==> config.mk <==
export PLATFORM = sky130hd
export DESIGN_NAME = conv_sched
export DESIGN_NICKNAME = d
export VERILOG_FILES = /design/src/rtl/conv_sched.sv
export SDC_FILE = /design/constraint.sdc
export NUM_CORES = 1
export LEC_CHECK = 0
export ABC_CLOCK_PERIOD_IN_PS = 3650
export BUFFER_PORTS_ARGS = -buffer_cell sky130_fd_sc_hd__buf_2
export CAP_MARGIN = 20
export CORE_MARGIN = 5
export CORE_UTILIZATION = 32
export DETAILED_ROUTE_END_ITERATION = 10
export SLEW_MARGIN = 20
export SYNTH_ARGS = -nofsm -noshare
export SYNTH_HDL_FRONTEND = slang
export SYNTH_SLANG_ARGS = --single-unit
==> constraint.sdc <==
create_clock -name clk -period 3.65 [get_ports clk]
set_clock_uncertainty 0.15 [all_clocks]
set_input_delay 0.73 -clock clk [delete_from_list [all_inputs] [get_ports clk]]
set_output_delay 0.73 -clock clk [all_outputs]
set_load 0.005 [all_outputs]
==> src/rtl/conv_sched.sv <==
// conv_sched: turns a configured layer geometry into image/kernel buffer read beats,
// groups windows into pooled outputs and waits for each result. Optional SCHED_STALL_CNT_EN.
module conv_sched #(
    parameter int CFG_DWIDTH = 32,
    parameter int CFG_AWIDTH = 5,
    parameter int ADDR_WIDTH = 16,
    parameter logic [CFG_AWIDTH-1:0] CFG_SCHED_WIN = 'h10,
    parameter logic [CFG_AWIDTH-1:0] CFG_SCHED_OUT = 'h11
) (
    input  logic                  clk,
    input  logic                  rst,
    input  logic [CFG_DWIDTH-1:0] cfg_data,
    input  logic [CFG_AWIDTH-1:0] cfg_addr,
    input  logic                  cfg_valid,
    input  logic                  start,
    output logic                  busy,
    output logic                  done,
    output logic [ADDR_WIDTH-1:0] img_addr,
    output logic [ADDR_WIDTH-1:0] ker_addr,
    output logic                  image_val,
    output logic                  image_last,
    input  logic                  image_rdy,
    input  logic                  result_val,
    input  logic                  result_rdy,
    output logic [31:0]           stall_cnt
);

    localparam logic [3:0] ST_IDLE  = 4'b0001;
    localparam logic [3:0] ST_ISSUE = 4'b0010;
    localparam logic [3:0] ST_WAIT  = 4'b0100;
    localparam logic [3:0] ST_DONE  = 4'b1000;

    logic [15:0] cfg_win_nb_q;
    logic [15:0] cfg_img_base_q;
    logic [15:0] cfg_out_nb_q;
    logic [7:0]  cfg_pool_nb_q;

    logic [15:0] win_w_q;
    logic [15:0] out_w_q;
    logic [7:0]  pool_w_q;

    logic [3:0]            state_q, state_d;
    logic [15:0]           beat_q, beat_d;
    logic [7:0]            win_cnt_q, win_cnt_d;
    logic [15:0]           out_cnt_q, out_cnt_d;
    logic [ADDR_WIDTH-1:0] img_q, img_d;
    logic [ADDR_WIDTH-1:0] ker_q, ker_d;
    logic                  val_q, val_d;
    logic                  last_q, last_d;
    logic                  done_q, done_d;

    logic        ld_work;
    logic        accept;
    logic        res_hs;
    logic [15:0] cfg_win_eff;

    logic unused_cfg;
    assign unused_cfg = ^cfg_data[CFG_DWIDTH-1:24];

    assign cfg_win_eff = (cfg_win_nb_q == 16'd0) ? 16'd1 : cfg_win_nb_q;
    assign accept      = val_q & image_rdy;
    assign res_hs      = result_val & result_rdy;
    assign ld_work     = state_q[0] & start;

    // Cfg registers survive reset; they are only ever changed by bus writes.
    always_ff @(posedge clk) begin
        if (cfg_valid && cfg_addr == CFG_SCHED_WIN) begin
            cfg_win_nb_q   <= cfg_data[15:0];
            cfg_img_base_q <= cfg_data[31:16];
        end
        if (cfg_valid && cfg_addr == CFG_SCHED_OUT) begin
            cfg_out_nb_q  <= cfg_data[15:0];
            cfg_pool_nb_q <= cfg_data[23:16];
        end
        if (ld_work) begin
            win_w_q  <= cfg_win_eff;
            out_w_q  <= cfg_out_nb_q;
            pool_w_q <= cfg_pool_nb_q;
        end
    end

    always_comb begin
        state_d   = state_q;
        beat_d    = beat_q;
        win_cnt_d = win_cnt_q;
        out_cnt_d = out_cnt_q;
        img_d     = img_q;
        ker_d     = ker_q;
        val_d     = val_q;
        last_d    = last_q;
        done_d    = 1'b0;
        case (state_q)
            ST_IDLE: begin
                if (start) begin
                    if (cfg_out_nb_q == 16'd0) begin
                        state_d = ST_DONE;
                    end else begin
                        state_d = ST_ISSUE;
                        val_d   = 1'b1;
                        img_d   = ADDR_WIDTH'(cfg_img_base_q);
                        beat_d  = 16'd0;
                        last_d  = (cfg_win_eff == 16'd1);
                    end
                end
            end
            ST_ISSUE: begin
                if (accept) begin
                    img_d = img_q + 1'b1;
                    if (last_q) begin
                        beat_d = 16'd0;
                        if (win_cnt_q < pool_w_q) begin
                            win_cnt_d = win_cnt_q + 8'd1;
                            last_d    = (win_w_q == 16'd1);
                        end else begin
                            win_cnt_d = 8'd0;
                            state_d   = ST_WAIT;
                            val_d     = 1'b0;
                            last_d    = 1'b0;
                        end
                    end else begin
                        beat_d = beat_q + 16'd1;
                        last_d = (beat_q + 16'd1 == win_w_q - 16'd1);
                    end
                end
            end
            ST_WAIT: begin
                if (res_hs) begin
                    if (out_cnt_q == out_w_q - 16'd1) begin
                        out_cnt_d = 16'd0;
                        state_d   = ST_DONE;
                        done_d    = 1'b1;
                    end else begin
                        out_cnt_d = out_cnt_q + 16'd1;
                        state_d   = ST_ISSUE;
                        val_d     = 1'b1;
                        beat_d    = 16'd0;
                        last_d    = (win_w_q == 16'd1);
                    end
                end
            end
            ST_DONE: begin
                // The zero-output path arrives here with done low and pulses it one cycle later.
                if (done_q) begin
                    state_d = ST_IDLE;
                end else begin
                    done_d = 1'b1;
                end
            end
            default: state_d = ST_IDLE;
        endcase
        ker_d = ADDR_WIDTH'(beat_d);
    end

    always_ff @(posedge clk) begin
        if (rst) begin
            state_q   <= ST_IDLE;
            beat_q    <= 16'd0;
            win_cnt_q <= 8'd0;
            out_cnt_q <= 16'd0;
            img_q     <= '0;
            ker_q     <= '0;
            val_q     <= 1'b0;
            last_q    <= 1'b0;
            done_q    <= 1'b0;
        end else begin
            state_q   <= state_d;
            beat_q    <= beat_d;
            win_cnt_q <= win_cnt_d;
            out_cnt_q <= out_cnt_d;
            img_q     <= img_d;
            ker_q     <= ker_d;
            val_q     <= val_d;
            last_q    <= last_d;
            done_q    <= done_d;
        end
    end

`ifdef SCHED_STALL_CNT_EN
    logic [31:0] stall_q, stall_d;

    always_comb begin
        stall_d = stall_q;
        if (ld_work) begin
            stall_d = 32'd0;
        end else if (val_q && !image_rdy && stall_q != 32'hFFFF_FFFF) begin
            stall_d = stall_q + 32'd1;
        end
    end

    always_ff @(posedge clk) begin
        if (rst) begin
            stall_q <= 32'd0;
        end else begin
            stall_q <= stall_d;
        end
    end

    assign stall_cnt = stall_q;
`else
    assign stall_cnt = 32'd0;
`endif

    assign busy       = ~state_q[0];
    assign done       = done_q;
    assign img_addr   = img_q;
    assign ker_addr   = ker_q;
    assign image_val  = val_q;
    assign image_last = last_q;

endmodule

==> results_dict.tcl, run 1 <==
set metrics [dict create \
    clk_pin_slew_ps 70 \
    cts_hold_buffers 0 \
    die_y_um 167 \
    place.gp.congestion 0.904 \
    numCtsBuffers 17 \
    multi_input_area_mm2 0.00332 \
    num_vias 5789 \
    start_util_pct 32.4 \
    seqCellArea_mm2 0.00414 \
    grt_overflow 0 \
    timing.final.hold_violations 0 \
    drt_iter0_markers 429 \
    path_class "register to register" \
    vias_per_cell 5.00 \
    grt_max_degree 41 \
    crit_top_cell "o21ai_1" \
    path_max_fanout 12 \
    fmax_mhz 313 \
    cts_setup_buffers 0 \
    mostFrequentLayoutCell "edfxtp_1" \
    final_antenna_net_count 0 \
    ctsLongestPathBuffers 2 \
    synth-edff-count 96 \
    netlist_top_cells_area "edfxtp_1 37%, dfxtp_1 16%, xnor2_1 5.9%, xor2_1 3.2%, buf_4 3.1%" \
    worstPathRequired_ps 3800 \
    tightest_slew_ps 974 \
    diodes 0 \
    grt_pass1_vias 5611 \
    io_buffers 79 \
    setup_viol 0 \
    synth_area_mm2 0.00785 \
    clock_latency_ps 430 \
    leakagePower_nw 3.23 \
    ioPinCount 112 \
    clock-sinks 159 \
    nFillCells 2401 \
    cpMaxStageDelayCell "or4b_4" \
    run_status "completed" \
    critPathBufInv 1 \
    setup_tns_ps 0 \
    yosysUniqueCellTypes 63 \
    drive_above_1_share_pct 16.6 \
    slew-limit-headroom_pct 35.1 \
    std_cell_rows 57 \
    mostFrequentLayoutCells "96 x edfxtp_1, 79 x buf_2, 63 x dfxtp_1" \
    cts-htree-levels 4 \
    wl_per_cell_um 15.8 \
    dieArea_mm2 0.0278 \
    ys_ff_latch 159 \
    dpl.hpwl_mm 13.5 \
    worst_setup_path_start_kind "register" \
    cap_violations 0 \
    grt_pass1_wl_mm 29.9 \
    grt.total_usage_pct 13.4 \
    min_period_ps 3200 \
    pwr_density_cell_mw_per_mm2 555 \
    drc_errors 0 \
    avgSynthCellArea_um2 10.4 \
    antenna_found_initial 0 \
    max_stage_delay_ps 500 \
    cts_root_buf "clkbuf_16" \
    yosysTopAreaCell "edfxtp_1" \
    core_area_mm2 0.0242 \
    yosysTopAreaCellShare_pct 36.7 \
    fin_nets 878 \
    async_reset_ff_share_pct 0 \
    first_pass_iters 7 \
    cts_resized 0 \
    place_ws_ps 469 \
    cts_tree "done" \
    worstSetupEndpointType "register" \
    path_cells "inv_1 -> ha_1 -> or4b_4 -> or4_1 -> a21oi_1 -> o21ai_1 -> o2bb2ai_2 -> or3_4 -> nand3_2 -> o21ai_1" \
    rsz0062_at_grt "no" \
    hold_class "register to register" \
    synthCells 755 \
    critPathTopFamily "simple AND/OR/NAND/NOR gates" \
    yosys_most_used_dff "edfxtp_1" \
    finalMaxSlewViolations 0 \
    setup_ws_ps 450 \
    arrival_ps 3350 \
    peakVddDrop_uv 271 \
    syn_to_final_growth_pct 15.6 \
    ys_seq_area_share_pct 52.8 \
    yosysWarnings 0 \
    wirelength_mm 18.3 \
    die_width_um 167 \
    period_share_pct 87.7 \
]
[synth_stat cells, types with 4 or more instances]
master	count
o311ai_0	12
clkbuf_1	38
nand4_1	17
nor4_1	21
o41ai_1	8
a21oi_1	32
a21o_1	4
buf_4	32
dfxtp_1	63
nand3_1	27
inv_1	22
edfxtp_1	96
nand3b_1	4
nor4b_1	4
o21ai_0	28
o31ai_1	5
xnor2_1	53
nand2_1	60
a22oi_1	5
or4_1	7
a31oi_1	4
xor2_1	29
o21ai_1	6
nor3_1	13
ha_1	14
a211oi_1	9
nor2_1	63
and3_1	11
or3_1	10
nand2b_1	6
o22ai_1	5
[per-layer routing]
metal,track usage [%],part of all wire [%],up-vias
li1,-,-,2838
met1,17.7,47,2769
met2,21.1,47,152
met3,3.18,4.6,30
met4,5.30,2.0,0
met5,0,0,-
[kinds of logic (layout without fill, tap and decap cells)]
kind of cell             count (synthesis)  count (layout)  synth area share, %
buffers and inverters                   97             144                 6.41
adder cells (fa/ha/maj)                 14              14                 2.23
other                                    1              32               0.0478
AND/OR/NAND/NOR                        261             261                 17.2
XOR/XNOR                                82              82                 9.15
flip-flops                             159             159                 52.8
AO/OA/AOI/OAI                          140             140                 12.0
multiplexers                             1               1                0.128
[flip-flops by register name, indices dropped and copies added (netlist names)]
register        cells
cfg_img_base_q     16
cfg_out_nb_q       16
cfg_pool_nb_q       8
cfg_win_nb_q       16
done                1
image_last          1
image_val           1
img_addr           16
ker_addr           16
out_cnt_q          16
out_w_q            16
pool_w_q            8
state_q             4
win_cnt_q           8
win_w_q            16
[layout make-up]
| cell class | count | share of cell area [%] |
|---|---|---|
| Sequential cell | 159 | 45.7 |
| Multi-Input combinational cell | 530 | 36.6 |
| Timing Repair Buffer | 90 | 5.27 |
| Clock buffer | 19 | 5.24 |
| Tap cell | 324 | 4.47 |
| Clock inverter | 13 | 1.85 |
| Inverter | 22 | 0.910 |
[per-stage QoR]
step | cell area [um^2] | power, mW | util (%) | hold WS [ps] | std cells
after global routing | 9080 | 5.30 | 37.4 | 288 | 1157
after global placement | 8430 | 3.15 | 34.8 | 252 | 1125
after floorplan | 7970 | 2.91 | - | 250 | 786
final | 9080 | 5.04 | 37.4 | 268 | 1157
after CTS | 9080 | 5.08 | 37.4 | 272 | 1157
after detailed placement | 8430 | 3.17 | 34.8 | 255 | 1125
[worst reg2reg max path, delay by kind of cell (launching register included)]
| kind | cells | cell delay, ps |
|---|---|---|
| compound gates | 4 | 540 |
| fa+ha+maj | 1 | 190 |
| buf+inv | 1 | 90 |
| flops | 1 | 440 |
| simple gates | 4 | 1660 |
[report_power, final]
| group | switching [mW] | leakage [nW] | internal [mW] |
|---|---|---|---|
| registers | 0.175 | 1.40 | 2.08 |
| logic | 0.542 | 1.52 | 0.334 |
| clock network | 0.784 | 0.313 | 1.12 |
[path summary, 6_finish.rpt]
check,startpoint,to,slack [ps],depth (start not counted)
setup / recovery,out_w_q[0],ker_addr[9],450,10
hold / removal,cfg_pool_nb_q[6],pool_w_q[6],270,0
setup reg to reg,out_w_q[0],ker_addr[9],450,10
hold reg to reg,cfg_pool_nb_q[6],pool_w_q[6],270,0
(Power assumes the default switching activity.)
==> run 2: changes to the inputs <==
Settings changed: PLACE_DENSITY_LB_ADDON set to 0.08.
==> results_dict.tcl, run 2 (synthesis gave the netlist of run 1 again) <==
set metrics [dict create \
    run_status "completed" \
    critPathBufInv 2 \
    vias_per_cell 4.96 \
    cpMaxStageDelayCell "nor4b_1" \
    die_width_um 167 \
    grt_busiest_layer "met2" \
    path_max_fanout 21 \
    worstHoldPathCells 0 \
    cts_setup_buffers 0 \
    clock_latency_ps 430 \
    post-route-util_pct 37.2 \
    power_frac_clock_pct 36.6 \
    first_pass_iters 7 \
    ff2ff_setup_slack_ps 350 \
    std_cell_rows 57 \
    power_switching_mw 1.48 \
    drc_errors 0 \
    wl_per_cell_um 16.6 \
    final_antenna_net_count 0 \
    cts-htree-levels 4 \
    drive_above_1_share_pct 16.5 \
    tightest_slew_ps 932 \
    p_total_mw 4.98 \
    final_cells 1156 \
    numCtsBuffers 17 \
    antenna_found_initial 0 \
    mostFrequentLayoutCells "96 x edfxtp_1, 79 x buf_2, 63 x dfxtp_1" \
    hold_class "register to register" \
    ctsLongestPathBuffers 2 \
    whs_endpoint "pool_w_q[2]" \
    clock-sinks 159 \
    worstSetupEndpointType "register" \
    pwr_density_cell_mw_per_mm2 552 \
    mostFrequentLayoutCell "edfxtp_1" \
    rsz0062_at_grt "no" \
    final_cell_area_mm2 0.00903 \
    place.gp.congestion 0.833 \
    use_met3_pct 3.56 \
    core_area_mm2 0.0242 \
    setup_tns_ps 0 \
    r2r-end "ker_addr[3]" \
    dpl.hpwl_mm 14.3 \
    ioPinCount 112 \
    drt_iter0_markers 362 \
    fmax_mhz 303 \
    power.internal_mw 3.50 \
    nFillCells 2419 \
    place_area_mm2 0.00843 \
    max_stage_delay_ps 620 \
    timing.final.hold_violations 0 \
    syn_to_final_growth_pct 15.0 \
    io_buffers 79 \
    grt_overflow 0 \
    peakVddDrop_uv 327 \
    grt_pass1_vias 5598 \
    critPathTopFamily "simple AND/OR/NAND/NOR gates" \
    slew-limit-headroom_pct 37.9 \
    grt_pass1_wl_mm 30.8 \
    diodes 0 \
    clk_pin_slew_ps 70 \
    cts_hold_buffers 0 \
    fin_nets 877 \
    grt.total_usage_pct 13.8 \
    path_class "register to register" \
    seqPwrFrac_pct 45.3 \
    p_sw_share_pct 29.8 \
    setup_viol 0 \
    leakagePower_nw 3.21 \
    cts_tree "done" \
    period_share_pct 90.3 \
    worstPathRequired_ps 3860 \
    arrival_ps 3500 \
    start_util_pct 32.4 \
    finalMaxSlewViolations 0 \
    rr_worst_depth 11 \
    cap_violations 0 \
    wirelength_mm 19.2 \
    cts_root_buf "clkbuf_16" \
    grtUsageMet2_pct 21.0 \
    path_cells "inv_1 -> ha_1 -> nor4b_1 -> nand4b_1 -> xor2_1 -> o22ai_1 -> o2bb2ai_2 -> nor3_2 -> buf_4 -> or4_1 -> a21oi_1" \
    use_met1_pct 19.6 \
    dp.cells 1124 \
    min_period_ps 3300 \
    dieArea_mm2 0.0278 \
    min-delay-start "cfg_pool_nb_q[2]" \
    cts_resized 0 \
    grt_max_degree 41 \
    worst_setup_path_start_kind "register" \
    r2r_start "out_w_q[0]" \
    combPwrFrac_pct 18.1 \
    num_vias 5738 \
    die_y_um 167 \
]
run 2: power by group through the flow:
stage	Sequential [mW]	Combinational, mW	Clock, mW
after global placement	2.29	0.891	0
after global routing	2.29	1.01	1.94
final	2.26	0.904	1.82
after floorplan	2.24	0.668	0
after CTS	2.25	0.910	1.87
after detailed placement	2.29	0.905	0
run 2: final cells by class:
cell class	instances	area, um^2	area share (%)
clock inverters	12	148	1.64
flip-flops and latches	159	4140	45.9
repair buffers	89	470	5.21
inverters	22	82.6	0.915
well taps	324	405	4.49
clock buffers	20	457	5.06
multi-input cells	530	3320	36.8
run 2: worst register-to-register path: stages (launching register included):
cell	delay, ps
edfxtp_1	440
inv_1	90
ha_1	180
nor4b_1	620
nand4b_1	190
xor2_1	170
o22ai_1	110
o2bb2ai_2	300
nor3_2	80
buf_4	210
or4_1	540
a21oi_1	140
run 2: routing by layer:
layer,vias to the layer above,part of all wire [%]
met2,173,44
met5,-,0
met4,0,1.2
li1,2834,-
met3,22,5.8
met1,2709,49
run 2: worst max path at each step:
| stage | from | to | slack [ps] | cells after the start |
|---|---|---|---|---|
| finish | out_w_q[0] | ker_addr[3] | 350 | 11 |
| global route | out_w_q[0] | ker_addr[11] | 50 | 10 |
| CTS | out_w_q[0] | ker_addr[3] | 360 | 11 |
| detailed placement | out_w_q[0] | ker_addr[3] | 370 | 11 |
| global placement | out_w_q[0] | ker_addr[7] | 470 | 11 |
| floorplan | cfg_addr[1] | cfg_img_base_q[0] | 580 | 3 |
run 2: through the flow:
step           hold WS, ps  setup WS [ps]
6_report               277            355
5_1_grt                290           54.2
4_1_cts                279            356
3_5_place_dp           263            372
3_3_place_gp           256            473
2_1_floorplan          250            579
==> run 3: changes to the inputs <==
Settings changed: ABC_CLOCK_PERIOD_IN_PS 3650 to 3470.
Clock period 3.65 ns to 3.47 ns, I/O delays scaled along.
==> results_dict.tcl, run 3 (synthesis gave the netlist of run 1 again) <==
set metrics [dict create \
    hold_class "register to register" \
    highest_layer "met4" \
    core_area_mm2 0.0242 \
    ctsLongestPathBuffers 2 \
    holdWs_ps 271 \
    cap_violations 0 \
    setup_tns_ps 0 \
    mostFrequentLayoutCells "96 x edfxtp_1, 79 x buf_2, 63 x dfxtp_1" \
    tightest_slew_ps 890 \
    critPathTopFamily "simple AND/OR/NAND/NOR gates" \
    wl_per_cell_um 16.8 \
    cts_tree "done" \
    wl_met1_mm 9.53 \
    syn_to_final_growth_pct 15.6 \
    start_util_pct 32.4 \
    wl_met3_mm 1.01 \
    path_cells "inv_1 -> ha_1 -> or4b_4 -> or4_1 -> a21oi_1 -> o21ai_1 -> o2bb2ai_2 -> or3_4 -> nand3_2 -> o41ai_1" \
    min_period_ps 3270 \
    grt.total_usage_pct 14.0 \
    rsz0062_at_grt "no" \
    worst_setup_path_start_kind "register" \
    place.gp.congestion 0.821 \
    std_cell_rows 57 \
    drc_errors 0 \
    diodes 0 \
    dp.cells 1132 \
    place_area_mm2 0.00849 \
    drt_iter0_markers 387 \
    clock_latency_ps 420 \
    leakagePower_nw 3.23 \
    wirelength_mm 19.6 \
    arrival_ps 3400 \
    peakVddDrop_uv 295 \
    period_share_pct 94.1 \
    ioPinCount 112 \
    final_cell_area_mm2 0.00907 \
    timing.final.hold_violations 0 \
    fin_nets 885 \
    path_class "register to register" \
    clock-sinks 159 \
    num_vias 5742 \
    worstPathRequired_ps 3610 \
    first_pass_iters 5 \
    wl_met2_mm 8.79 \
    cpMaxStageDelayCell "or4b_4" \
    slew-limit-headroom_pct 40.7 \
    fmax_mhz 306 \
    dieArea_mm2 0.0278 \
    final_antenna_net_count 0 \
    nFillCells 2457 \
    die_y_um 167 \
    vias_per_cell 4.93 \
    cts-htree-levels 4 \
    clk_pin_slew_ps 70 \
    die_width_um 167 \
    finalMaxSlewViolations 0 \
    max_stage_delay_ps 510 \
    dpl.hpwl_mm 14.7 \
    critPathBufInv 1 \
    path_max_fanout 12 \
    worstSetupEndpointType "register" \
    antenna_found_initial 0 \
    seqCellArea_mm2 0.00414 \
    final_cells 1164 \
    cts_setup_buffers 0 \
    grt_pass1_vias 5686 \
    run_status "completed" \
    mostFrequentLayoutCell "edfxtp_1" \
    grt_max_degree 41 \
    grt_overflow 0 \
    multi_input_area_mm2 0.00333 \
    numCtsBuffers 17 \
    drive_above_1_share_pct 17.3 \
    io_buffers 79 \
    grt_pass1_wl_mm 31.4 \
    cts_root_buf "clkbuf_16" \
    pwr_density_cell_mw_per_mm2 573 \
    setup_viol 0 \
]
## run 3: changes by cell type in the layout (fill, tap and decap cells not counted), sizes merged
cell,before,now
buf,89,97
clkbuf,20,19
clkinv,3,1
clkinvlp,1,4
## run 3: cell type report
cell class	count	area share, %
sequential	159	45.7
multi-input combinational	530	36.7
timing repair buffer	97	5.85
tap	324	4.47
inverter	22	0.910
clock inverter	13	1.65
clock buffer	19	4.77
## run 3: power by group
group	internal [mW]	switching (mW)	total, mW
Sequential	2.19	0.186	2.38
Clock	1.07	0.796	1.87
Combinational	0.373	0.578	0.951
## run 3: what timing repair did
action	4_1_cts	5_1_grt
hold buffers	0	0
gates resized for setup	0	1
setup endpoints to repair	0	4
## run 3: worst paths after layout
kind	end	startpoint	slack [ps]	cells past startpoint
hold / removal	pool_w_q[2]	cfg_pool_nb_q[2]	270	0
setup reg to reg	ker_addr[12]	out_w_q[0]	200	10
hold reg to reg	pool_w_q[2]	cfg_pool_nb_q[2]	270	0
setup / recovery	ker_addr[12]	out_w_q[0]	200	10
## run 3: stage by stage
stage               total power, mW  utilization (%)  worst slack, ps
floorplan                      3.06                -              435
global placement               3.35             35.0              324
detailed placement             3.37             35.0              217
CTS                            5.26             37.4              214
global route                   5.47             37.4             35.8
finish                         5.20             37.4              205
## run 3: layer usage
metal  up-vias  global-route usage (%)
met5         -                       0
met4         0                    4.27
met3        19                    3.44
met2       158                    21.5
met1      2711                    19.7
li1       2854                       -
